$ cat src/rtl/eth_rx_byte_packer.sv
// eth_rx_byte_packer
//   Packs the MAC receive byte stream into little-endian AXI-Stream words.
//   Byte k of a word lands in tdata[8k+7:8k] and sets tkeep[k]. A word is
//   emitted when its top lane fills or when the frame ends. The output is a
//   single register, so the byte side is throttled only when that register
//   is full and the sink is stalling.
//
//   Optional feature macro: ETH_RX_PACKER_OVERSIZE_EN
//     When defined, a frame that reaches eth_mtu_p bytes without tlast is
//     cut short. Its last word is marked tlast/tuser, and the rest of the
//     frame is swallowed up to its tlast byte.
//
// Parameters
//   data_width_p  output word width in bits (32 or 64)
//   eth_mtu_p     maximum frame length in bytes (multiple of data_width_p/8)
//
// Ports
//   clk_i              clock, all state on rising edge
//   reset_i            synchronous active-high reset
//   rx_byte_tdata_i    frame byte from MAC
//   rx_byte_tvalid_i   byte valid
//   rx_byte_tready_o   byte accepted when high with tvalid
//   rx_byte_tlast_i    final byte of frame
//   rx_byte_tuser_i    MAC error flag for the frame
//   rx_axis_tdata_o    packed word
//   rx_axis_tkeep_o    byte enables, contiguous from bit 0
//   rx_axis_tvalid_o   word valid
//   rx_axis_tready_i   sink ready
//   rx_axis_tlast_o    last word of frame
//   rx_axis_tuser_o    frame error, meaningful on the last word only
//
// FSM (present only with ETH_RX_PACKER_OVERSIZE_EN)
//   state  | meaning
//   S_PASS | packing bytes into words
//   S_DROP | frame exceeded eth_mtu_p; discarding bytes until tlast

module eth_rx_byte_packer #(
  parameter int data_width_p = 64,
  parameter int eth_mtu_p    = 2048
) (
  input  logic                      clk_i,
  input  logic                      reset_i,
  input  logic [7:0]                rx_byte_tdata_i,
  input  logic                      rx_byte_tvalid_i,
  output logic                      rx_byte_tready_o,
  input  logic                      rx_byte_tlast_i,
  input  logic                      rx_byte_tuser_i,
  output logic [data_width_p-1:0]   rx_axis_tdata_o,
  output logic [data_width_p/8-1:0] rx_axis_tkeep_o,
  output logic                      rx_axis_tvalid_o,
  input  logic                      rx_axis_tready_i,
  output logic                      rx_axis_tlast_o,
  output logic                      rx_axis_tuser_o
);

  localparam int bytes_p  = data_width_p / 8;
  localparam int lane_w_p = $clog2(bytes_p);

  if ((data_width_p != 32 && data_width_p != 64) || (eth_mtu_p % bytes_p) != 0) begin : g_bad_params
    $error("eth_rx_byte_packer: illegal data_width_p/eth_mtu_p combination");
  end

  logic [data_width_p-1:0] acc_data_r;
  logic [lane_w_p-1:0]     lane_r;
  logic                    sticky_r;

  logic [data_width_p-1:0] out_data_r;
  logic [bytes_p-1:0]      out_keep_r;
  logic                    out_valid_r;
  logic                    out_last_r;
  logic                    out_user_r;

  logic                    drop_mode;
  logic                    oversize_hit;
  logic                    byte_accept;
  logic                    pass_accept;
  logic                    lane_full;
  logic                    word_last;
  logic                    word_load;
  logic [data_width_p-1:0] word_data;
  logic [bytes_p-1:0]      word_keep;

  // While dropping, bytes are discarded, so the output register never gates them.
  assign rx_byte_tready_o = drop_mode | ~out_valid_r | rx_axis_tready_i;
  assign byte_accept      = rx_byte_tvalid_i & rx_byte_tready_o;
  assign pass_accept      = byte_accept & ~drop_mode;
  assign lane_full        = (lane_r == lane_w_p'(bytes_p - 1));
  assign word_last        = rx_byte_tlast_i | oversize_hit;
  assign word_load        = pass_accept & (lane_full | word_last);

  // Upper lanes of the accumulator are always zero, so the merged word needs
  // no masking beyond inserting the current byte.
  always_comb begin
    word_data = acc_data_r;
    word_data[lane_r*8 +: 8] = rx_byte_tdata_i;
    word_keep = '0;
    for (int k = 0; k < bytes_p; k++) begin
      word_keep[k] = (lane_w_p'(k) <= lane_r);
    end
  end

`ifdef ETH_RX_PACKER_OVERSIZE_EN
  localparam int cnt_w_p = $clog2(eth_mtu_p + 1);

  typedef enum logic {S_PASS, S_DROP} state_t;

  state_t             state_r;
  state_t             state_n;
  logic [cnt_w_p-1:0] byte_cnt_r;

  always_ff @(posedge clk_i) begin
    if (reset_i) begin
      state_r <= S_PASS;
    end else begin
      state_r <= state_n;
    end
  end

  always_comb begin
    state_n = state_r;
    case (state_r)
      S_PASS: if (pass_accept && oversize_hit) state_n = S_DROP;
      S_DROP: if (byte_accept && rx_byte_tlast_i) state_n = S_PASS;
      default: state_n = S_PASS;
    endcase
  end

  always_comb begin
    drop_mode = (state_r == S_DROP);
  end

  // byte_cnt_r holds the number of bytes already accepted in this frame, so
  // the byte that would be number eth_mtu_p sees eth_mtu_p-1 here.
  assign oversize_hit = (byte_cnt_r == cnt_w_p'(eth_mtu_p - 1)) & ~rx_byte_tlast_i;

  // Cleared on the truncating word, so it is already zero on leaving S_DROP.
  always_ff @(posedge clk_i) begin
    if (reset_i) begin
      byte_cnt_r <= '0;
    end else if (pass_accept) begin
      if (word_last) byte_cnt_r <= '0;
      else           byte_cnt_r <= byte_cnt_r + cnt_w_p'(1);
    end
  end
`else
  assign drop_mode    = 1'b0;
  assign oversize_hit = 1'b0;
`endif

  always_ff @(posedge clk_i) begin
    if (reset_i) begin
      acc_data_r  <= '0;
      lane_r      <= '0;
      sticky_r    <= 1'b0;
      out_data_r  <= '0;
      out_keep_r  <= '0;
      out_valid_r <= 1'b0;
      out_last_r  <= 1'b0;
      out_user_r  <= 1'b0;
    end else begin
      if (pass_accept) begin
        if (word_load) begin
          acc_data_r <= '0;
          lane_r     <= '0;
        end else begin
          acc_data_r <= word_data;
          lane_r     <= lane_r + lane_w_p'(1);
        end
        // A truncated frame also clears here; S_DROP never sets it again.
        if (word_last)            sticky_r <= 1'b0;
        else if (rx_byte_tuser_i) sticky_r <= 1'b1;
      end

      // A load is only possible when the register is empty or transferring
      // this cycle, so stalled output contents are never disturbed.
      if (word_load) begin
        out_data_r  <= word_data;
        out_keep_r  <= word_keep;
        out_valid_r <= 1'b1;
        out_last_r  <= word_last;
        out_user_r  <= word_last & (sticky_r | rx_byte_tuser_i | oversize_hit);
      end else if (rx_axis_tready_i) begin
        out_valid_r <= 1'b0;
      end
    end
  end

  assign rx_axis_tdata_o  = out_data_r;
  assign rx_axis_tkeep_o  = out_keep_r;
  assign rx_axis_tvalid_o = out_valid_r;
  assign rx_axis_tlast_o  = out_last_r;
  assign rx_axis_tuser_o  = out_user_r;

endmodule
$ cat config.mk
export PLATFORM = sky130hd
export DESIGN_NAME = eth_rx_byte_packer
export DESIGN_NICKNAME = d
export VERILOG_FILES = /design/src/rtl/eth_rx_byte_packer.sv
export SDC_FILE = /design/constraint.sdc
export NUM_CORES = 1
export LEC_CHECK = 0
export BUFFER_PORTS_ARGS = -buffer_cell sky130_fd_sc_hd__buf_2
export CORE_MARGIN = 2
export CORE_UTILIZATION = 60
export DETAILED_ROUTE_END_ITERATION = 12
export PLACE_DENSITY = 0.92
export SETUP_SLACK_MARGIN = 0.05
export SLEW_MARGIN = 40
export SYNTH_ARGS = -nofsm -noshare
export SYNTH_HDL_FRONTEND = slang
export SYNTH_SLANG_ARGS = --single-unit
export TNS_END_PERCENT = 1
$ cat constraint.sdc
create_clock -name clk_i -period 4.2 [get_ports clk_i]
set_input_delay 0.63 -clock clk_i [delete_from_list [all_inputs] [get_ports clk_i]]
set_output_delay 0.63 -clock clk_i [all_outputs]
set_load 0.005 [all_outputs]
==> results of run 1 <==
[flip-flops by register name (all words and copies together), names as in the netlist]
name,flops
lane_r,3
sticky_r,1
rx_axis_tdata_o,64
acc_data_r,64
rx_axis_tuser_o,1
rx_axis_tvalid_o,1
rx_axis_tlast_o,1
rx_axis_tkeep_o,8
[cell usage in the layout (no fill, tap or decap), drive strengths merged, types with 2 or more instances in the layout]
master   count
and3         3
nor2        75
a221oi      49
nor4         3
nor2b       10
ha           8
or3          5
inv          8
bufinv       4
nand2       22
a21oi       18
o2bb2ai     23
a211oi      16
dfxtp      143
a311oi       3
nand4        4
o21ai       20
nor3        59
clkbuf      22
mux2i        8
nand2b      12
buf         94
a21o         7
nand3        6
clkinv       3
a31oi        2
a22o        32
[routing by layer]
| layer | routed length (um) | share of wire, % | vias up |
|---|---|---|---|
| met5 | 0 | 0 | - |
| met4 | 588 | 3.5 | 0 |
| met3 | 1870 | 11 | 63 |
| met2 | 7970 | 48 | 393 |
| met1 | 6240 | 37 | 2485 |
| li1 | - | - | 2336 |
[cell families after synthesis]
kind of cell | count (synthesis) | synth area share (%)
and+or+nand+nor | 205 | 19.1
AOI/OAI and AO/OA | 170 | 23.4
DFF | 143 | 50.0
buffers and inverters | 55 | 4.37
muxes | 8 | 1.40
adders and majority gates | 8 | 1.75
[metrics by stage]
stage / power, W / instance area (um^2) / std cells / hold WS [ps] / util [%]
after global placement: 0.00173 / 6160 / 764 / 442 / 66.6
after global routing: 0.00341 / 6810 / 795 / 427 / 73.7
after detailed placement: 0.00175 / 6170 / 764 / 448 / 66.8
after floorplan: 0.00164 / 5720 / 589 / 427 / -
final: 0.00333 / 6810 / 795 / 407 / 73.7
after CTS: 0.00331 / 6800 / 795 / 404 / 73.6
[worst max path at each step]
stage	slack (ps)	to	from	cells after the start
after global routing	1090	acc_data_r[39]	lane_r[0]	8
after floorplan	1920	acc_data_r[55]	lane_r[0]	8
final	1250	acc_data_r[54]	lane_r[0]	6
after global placement	1350	rx_axis_tdata_o[24]	lane_r[0]	6
after CTS	1300	acc_data_r[54]	lane_r[0]	6
after detailed placement	1340	rx_axis_tdata_o[48]	lane_r[0]	6
[area by class of cell]
class | count | share of cell area, %
Clock inverter | 9 | 2.28
Tap cell | 129 | 2.37
Inverter | 7 | 0.386
Clock buffer | 22 | 6.95
Timing Repair Buffer | 94 | 7.13
Sequential cell | 143 | 42.1
Multi-Input combinational cell | 391 | 38.8
[synthesized netlist by cell type, types with 4 or more instances]
master     number  area, um^2
a221oi_1       49         429
nand4_1         4        25.0
a21o_1          5        37.5
nor2_1         71         267
buf_4           5        37.5
nor2b_1         9        56.3
inv_1           5        18.8
or3_1           5        31.3
a22o_1         32         280
nand2b_1       11        68.8
dfxtp_1       143        2860
clkbuf_1       19        71.3
buf_2          14        70.1
nor3_1         52         260
nor3_4          4        65.1
ha_1            8         100
a211oi_1       16         120
a21oi_1        17        85.1
nand2_1        21        78.8
buf_1           9        33.8
o21ai_0        18        90.1
o2bb2ai_1      23         201
nor2_2          4        25.0
mux2i_1         8        80.1
[where the power goes]
group          leakage, nW  switching [W]  internal (W)  total [W]
registers             1.16      0.0000280       0.00140    0.00143
clock network        0.307       0.000572       0.00103    0.00160
logic                 1.23       0.000196      0.000102   0.000298
[critical path, delay by kind of cell (launching register included)]
family | cells | cell delay, ps
flops | 1 | 620
buf+inv | 1 | 160
compound gates | 2 | 570
simple gates | 1 | 660
fa+ha+maj | 2 | 810
==> results by group, run 1 <==
Outcome
  • Status: finished, final reports clean

Setup path
  • Slowest stage delay, CP: 660 ps
  • Critical R2R Capture: acc_data_r[54]
  • Critical path, cell by cell: inv_1 > ha_1 > ha_1 > or3_1 > a21o_4 > a22o_1
  • R2R Setup Slk: between 1000 and 1500 ps
  • CP Max Fanout: 15
  • Critical path type: flip-flop to flip-flop
  • Crit path max-delay cell type: or3_1
  • CP arrival: between 3000 and 4000 ps
  • Critical Path End Type: flip-flop
  • Req. time, crit path: between 4000 and 5000 ps
  • Top cell by count, worst path: ha_1
  • Reg2reg start: lane_r[0]
  • Crit path launch type: flip-flop
  • R2R cell count: 6

Die
  • Die Area: 0.0103 mm^2
  • DIE WIDTH: approximately 100 um
  • Core Region: 0.00924 mm^2
  • Starting Density: ~62%
  • IO Pins: 90
  • DIE HEIGHT: 102 um
  • Num rows: 35

Clock tree
  • Hold buffers post-CTS: 0
  • Clock latency on the worst-skew pair: approximately 530 ps
  • Clk sinks: 143
  • Post-CTS Setup Inserts: 0
  • CTS Buf Count: 17
  • CTS Buffer Depth: 2
  • Root Driver: clkbuf_8
  • Clock transition at the registers of the reported paths: around 60 ps
  • Gates resized, CTS repair: 0
  • H-tree levels: 4
  • CTS tree: done

Worst hold path
  • Worst hold path type: input port to flip-flop
  • Hold path start: rx_byte_tdata_i[3]
  • Terminating pin of the worst hold path: acc_data_r[3]
  • WHS Path Cells: 2

Global route
  • Grt met3 use: 7.94%
  • First-pass GRT wire length: 25.8 mm
  • Grt met1 use: a little over two fifths
  • Most Used Layer, Global Route: met2
  • GRT met2 Usage: 50.6%
  • Largest net degree at the start of global routing: 63
  • Vias in the first global route: between 4000 and 5000
  • Total grt overflow: 0
  • Initial antenna violation count: 0
  • GRT Util Overall: 32.5%

Placement
  • Placer Congestion: ~0.9
  • Port bufs: between 80 and 90
  • Post-DP HPWL: 10.3 mm
  • Place WS: 1340 ps

Power and ir drop
  • Maximum vdd drop: 0.280 mV
  • PD cells: 489 mW/mm^2
  • Static leakage: 2.70 nW

Run
  • MaxCap Viol Count: 0

Drt
  • Per-cell routed wire length: 21.0 um
  • Initial DRT Pass Iterations: 6
  • Drt drc: 0
  • Vias per cell: ~6.6
  • Remaining antenna violation count: 0
  • Vias: 5277
  • WL final: about 17 mm
  • Initial drt markers: about 640

Layout
  • Share of cells above drive strength 1: 24.2%
  • Final nets: 676
  • Area taken by multi-input logic gates: about 0.0026 mm^2
  • Register area: 0.00286 mm^2
  • Area Growth Syn to Fin: 18.9%
  • Diode count: 0
  • FILL cells: 590

Synth
  • Sequential-to-total area share from yosys stat: 50.0%
  • #FFs+latches synth: 143
  • Synth warnings: 0
  • Synth Cell Area: 0.00572 mm^2
  • Main synth FF type: dfxtp_1
  • Post-synth ARST share: 0%
  • Syn Nets: 611
  • Syn avg cell area: 9.72 um^2
  • EDFF count, synth: 0
  • Synth Instances: 589
  • Distinct cells, synth: 49

Timing
  • Minimum clock period after layout: 2950 ps
  • Worst Tran Pin Value: just over 900 ps
  • Final hold vios: 0
  • Fin crit share: 70.1%
  • Fin. max-slew vios: 0
  • Max-slew headroom: roughly two fifths
  • Final setup fails: 0
  • PnR worst setup slack: 1250 ps
  • F_max: 339 MHz
  • Setup TNS: 0 ps
  • Final clock skew: 7.39 ps
  • Unrepaired setup endpoints after global routing: false
(Power assumes the default switching activity.)
==> run 2, diff against run 1 <==
Settings changed: CORE_UTILIZATION 60 to 51, PLACE_DENSITY 0.92 to 0.84.
Clock period 4.2 ns to 2.52 ns, I/O delays scaled along.
==> results by group, run 2 (same netlist as run 1, synthesis figures left out) <==
Timing
  • Hold Slack: 148 ps
  • Final setup fails: 0
  • Fin crit share: 93.0%
  • F_max: 427 MHz
  • Final clock skew: around 11 ps
  • PnR worst setup slack: 177 ps
  • Unrepaired setup endpoints after global routing: true
  • Final hold vios: 0
  • Fin. max-slew vios: 0
  • Max-slew headroom: 56.0%
  • Worst Tran Pin Value: roughly 660 ps
  • Minimum clock period after layout: about 2300 ps
  • Setup TNS: 0 ps

Layout
  • Finished Core Util: 64.3%
  • Area Growth Syn to Fin: 22.3%
  • Share of cells above drive strength 1: a little over a quarter
  • Diode count: 0
  • Most common cell after layout, fill and taps aside: dfxtp_1
  • Final nets: ~710
  • Commonest cells after routing, fill and taps aside: dfxtp_1, buf_2, nor2_1, nor3_1, a221oi_1

Setup path
  • Crit path launch type: flip-flop
  • Critical Path End Type: flip-flop
  • Reg2reg start: lane_r[0]
  • R2R cell count: 6
  • Critical path type: flip-flop to flip-flop
  • CP arrival: 2750 ps
  • R2R Setup Slk: 180 ps
  • Critical R2R Capture: rx_axis_tdata_o[51]
  • CP Max Fanout: 10
  • Req. time, crit path: 2930 ps

Global route
  • Initial antenna violation count: 0
  • Vias in the first global route: a little under 5000
  • Total grt overflow: 0
  • Largest net degree at the start of global routing: 47
  • GRT Util Overall: 26.9%
  • First-pass GRT wire length: roughly 25 mm

Clock tree
  • Hold buffers post-CTS: 0
  • CTS tree: done
  • Clock transition at the registers of the reported paths: 60 ps
  • H-tree levels: 4
  • Clk sinks: 143
  • Post-CTS Setup Inserts: 0
  • CTS Buffer Depth: 2
  • CTS Buf Count: 17
  • Clock latency on the worst-skew pair: roughly 540 ps
  • Gates resized, CTS repair: 0
  • Root Driver: clkbuf_8

Placement
  • Port bufs: 89
  • Placer Congestion: 0.895
  • Place WS: 219 ps
  • Post-DP HPWL: about 11 mm

Die
  • Starting Density: 52.6%
  • Num rows: 38
  • Die Area: between 0.01 and 0.015 mm^2
  • DIE HEIGHT: between 100 and 150 um
  • Core Region: ~0.011 mm^2
  • DIE WIDTH: ~110 um
  • IO Pins: 90

Power and ir drop
  • Comb pwr share: about a tenth
  • Pwr Total: 0.00537 W
  • Switching Share: 25.8%
  • Int Pwr: 0.00399 W
  • Seq pwr share: between 40% and 50%
  • Static leakage: 2.83 nW
  • P_sw: 0.00138 W
  • PD cells: 767 mW/mm^2
  • Maximum vdd drop: 0.441 mV
  • Clock Power Share: 45.9%

Drt
  • Remaining antenna violation count: 0
  • Per-cell routed wire length: 18.7 um
  • Drt drc: 0
  • Vias per cell: 6.15
  • Initial DRT Pass Iterations: 5
  • WL final: 15.7 mm
  • Initial drt markers: 449
  • Vias: 5141

Worst hold path
  • Worst hold path type: input port to flip-flop
  • WHS Path Cells: 2
  • Terminating pin of the worst hold path: rx_axis_tuser_o
  • Hold path start: reset_i

Run
  • MaxCap Viol Count: 0

Outcome
  • Status: finished, final reports clean
run 2: power groups by stage:
stage	Combinational, W	Sequential [W]	Clock, W
4_1_cts	0.000520	0.00238	0.00247
2_1_floorplan	0.000303	0.00244	0
3_5_place_dp	0.000514	0.00243	0
5_1_grt	0.000574	0.00239	0.00258
3_3_place_gp	0.000499	0.00243	0
6_report	0.000524	0.00238	0.00247
run 2: worst max path at each step:
stage / from / endpoint / slack, ps / cells past startpoint
floorplan: lane_r[0] / acc_data_r[55] / 240 / 8
global placement: rx_byte_tvalid_i / rx_axis_tkeep_o[0] / 300 / 6
detailed placement: lane_r[0] / rx_axis_tdata_o[54] / 220 / 6
CTS: lane_r[0] / rx_axis_tdata_o[51] / 190 / 6
global route: lane_r[0] / acc_data_r[1] / 50 / 8
finish: lane_r[0] / rx_axis_tdata_o[51] / 180 / 6
run 2: through the flow:
step                cells  instance area, um^2
floorplan             589                 5720
global placement      804                 6410
detailed placement    804                 6410
CTS                   836                 7000
global route          836                 7000
finish                836                 7000
run 2: worst max-delay path, cell delays in order, from the launching register on:
cell and delay, ps:
dfxtp_1 380, inv_1 90, ha_1 240, ha_1 360, or3_1 570, a221oi_1 480, nor3_1 100
run 2: cell type report:
cell class | instances | area [um^2]
clock buffer | 18 | 428
timing repair buffer | 123 | 726
clock inverter | 14 | 155
inverter | 7 | 26.3
sequential | 143 | 2860
multi-input combinational | 391 | 2630
fill | 842 | 3890
tap | 140 | 175
run 2: metal layers:
layer  up-vias  share of wire (%)  GRT usage (%)
met2       235                 47           42.6
met3        26                8.4           6.88
li1       2394                  -              -
met4         0                1.8           10.3
met5         -                  0              0
met1      2486                 42           35.2
==> run 3, diff against run 2 <==
Settings changed: ABC_AREA set to 1, CORE_UTILIZATION 51 to 53, PLACE_DENSITY 0.84 to 0.85.
==> results by group, run 3 <==
Layout
  • Finished Core Util: roughly 63%
  • Non-Filler Instances: about 1400
  • Final nets: 1203
  • Most common cell after layout, fill and taps aside: nand2_1
  • FILL cells: 1140
  • Area taken by multi-input logic gates: 0.00325 mm^2
  • Share of cells above drive strength 1: between 10% and 20%
  • Diode count: 0
  • Commonest cells after routing, fill and taps aside: nand2_1, inv_1, dfxtp_1, a21oi_1, nand3_1
  • Register area: 0.00286 mm^2
  • Area Growth Syn to Fin: 15.6%

Timing
  • F_max: 438 MHz
  • Hold Slack: 245 ps
  • Worst Tran Pin Value: approximately 740 ps
  • Fin crit share: 90.6%
  • Final setup fails: 0
  • Minimum clock period after layout: between 2000 and 2500 ps
  • Unrepaired setup endpoints after global routing: true
  • PnR worst setup slack: 236 ps
  • Final clock skew: 6.53 ps
  • Setup TNS: 0 ps
  • Final hold vios: 0
  • Fin. max-slew vios: 0
  • Max-slew headroom: 50.8%

Global route
  • GRT Util Overall: 25.0%
  • First-pass GRT wire length: 29.2 mm
  • Vias in the first global route: 6214
  • Largest net degree at the start of global routing: a little over 70
  • Total grt overflow: 0
  • Initial antenna violation count: 0

Synth
  • Top cells by instance count after synthesis: nand2_1, inv_1, dfxtp_1, a21oi_1, nand3_1
  • Synth area leader: dfxtp_1
  • Simple-gate area share of the yosys netlist: approximately a third
  • Top post-synthesis cells by area: dfxtp_1, nand2_1, inv_1
  • Syn avg cell area: 6.49 um^2
  • Synth warnings: 0
  • Compound-cell area share of the yosys netlist: a little over a tenth
  • XOR/XNOR Fraction of Synth Area: 0%
  • Synth Cell Area: 0.00724 mm^2
  • Distinct cells, synth: 27
  • Post-synth ARST share: 0%
  • EDFF count, synth: 0
  • Syn Nets: 1138
  • Most common cell in the netlist: nand2_1
  • Main synth FF type: dfxtp_1
  • Synth Instances: 1116
  • Post-synthesis mux area share: 0%
  • Main combinational cell family by area after synthesis: simple AND/OR/NAND/NOR gates
  • Top cell type's share of synthesized area: between 30% and 40%
  • Sequential-to-total area share from yosys stat: slightly below 40%
  • #FFs+latches synth: 143
  • Adder-cell share of the synthesized area: 1.38%

Setup path
  • Critical Path End Type: flip-flop
  • CP arrival: roughly 2600 ps
  • Slowest stage delay, CP: 460 ps
  • CP Max Fanout: 9
  • Critical path, cell by cell: inv_1 > ha_1 > ha_1 > nand2_1 > clkinv_1 > nand2_4 > nand2_1 > nand2_1 > nand2_1 > nand2_1 > inv_1
  • Critical path type: flip-flop to flip-flop
  • Req. time, crit path: between 2000 and 3000 ps
  • Top cell by count, worst path: nand2_1
  • Crit path launch type: flip-flop
  • Crit path max-delay cell type: dfxtp_1

Drt
  • Vias: 6934
  • Remaining antenna violation count: 0
  • Initial drt markers: between 500 and 600
  • Initial DRT Pass Iterations: 6
  • Per-cell routed wire length: 13.0 um
  • Drt drc: 0
  • WL final: 17.9 mm
  • Vias per cell: 5.06

Clock tree
  • Clock latency on the worst-skew pair: 430 ps
  • CTS Buffer Depth: 2
  • CTS Buf Count: 17
  • CTS tree: done
  • Clock transition at the registers of the reported paths: 50 ps
  • Post-CTS Setup Inserts: 0
  • Root Driver: clkbuf_16
  • Clk sinks: 143
  • H-tree levels: 4

Die
  • Starting Density: 54.4%
  • DIE HEIGHT: 121 um
  • Die Area: 0.0146 mm^2
  • DIE WIDTH: 121 um
  • IO Pins: 90
  • Num rows: 42
  • Core Region: 0.0133 mm^2

Power and ir drop
  • Maximum vdd drop: 0.413 mV
  • Static leakage: 3.99 nW
  • PD cells: 679 mW/mm^2

Outcome
  • Status: finished, final reports clean

Placement
  • Place WS: 204 ps
  • Placed Cells: 1338
  • Placer Congestion: 0.967
  • Post-DP HPWL: about 12 mm
  • Port bufs: 89

Worst hold path
  • Worst hold path type: input port to flip-flop

Run
  • MaxCap Viol Count: 0
-- run 3: changes by cell type in the layout (fill, tap and decap cells not counted), sizes merged, moves of 22 or more --
cell / before / now
buf: 123 / 101
nand3: 6 / 121
nand2: 22 / 381
inv: 12 / 224
a221oi: 49 / 0
a21oi: 18 / 144
nor2: 75 / 22
nor3: 59 / 1
o2bb2ai: 23 / 0
a22o: 32 / 0
-- run 3: final timing paths --
check | startpoint | to | slack (ps) | cells after the start
worst min register to register | rx_axis_tuser_o | rx_axis_tuser_o | 460 | 2
worst max register to register | lane_r[1] | rx_axis_tdata_o[16] | 240 | 11
worst min-delay path | rx_byte_tuser_i | sticky_r | 250 | 3
worst max-delay path | lane_r[1] | rx_axis_tdata_o[16] | 240 | 11
-- run 3: repair_timing --
item | in CTS | in global routing
endpoints found under the hold margin | 0 | 0
hold buffers | 0 | 0
resized for setup | 0 | 3
endpoints found under the setup margin | 0 | 25
-- run 3: worst max-delay path: cells and delay by family, from the launching register on --
kind / cells / cell delay (ps)
buffers and inverters: 3 / 440
AND/OR/NAND/NOR: 6 / 640
flip-flops: 1 / 460
adder cells (fa/ha/maj): 2 / 640
-- run 3: metal layers --
layer  share of wire [%]  up-vias  track usage, %
li1                    -     3541               -
met1                  44     3119            31.7
met2                  47      233            40.8
met3                 6.4       41            5.87
met4                 2.9        0            10.3
met5                   0        -               0
-- run 3: area by class of cell --
cell class,count,share of cell area [%]
Clock buffer,21,5.50
Clock inverter,11,1.94
Inverter,225,10.2
Multi-Input combinational cell,693,38.8
Sequential cell,143,34.2
Tap cell,176,2.63
Timing Repair Buffer,101,6.73
-- run 3: per-stage QoR --
| stage | power [W] | area (um^2) |
|---|---|---|
| floorplan | 0.00288 | 7240 |
| finish | 0.00568 | 8370 |
| CTS | 0.00569 | 8360 |
| global placement | 0.00305 | 7730 |
| global route | 0.00586 | 8370 |
| detailed placement | 0.00306 | 7730 |
-- run 3: power breakdown --
group          total (W)  leakage [nW]  switching, W  internal, W
logic           0.000629          2.53      0.000427     0.000202
registers        0.00239          1.16     0.0000448      0.00235
clock network    0.00266         0.299      0.000959      0.00170
total            0.00568          3.99       0.00143      0.00425
-- run 3: logic make-up after synthesis --
kind of cell               count (synthesis)
AOI/OAI and AO/OA                        152
and+or+nand+nor                          533
adders and majority gates                  8
buffers and inverters                    280
DFF                                      143
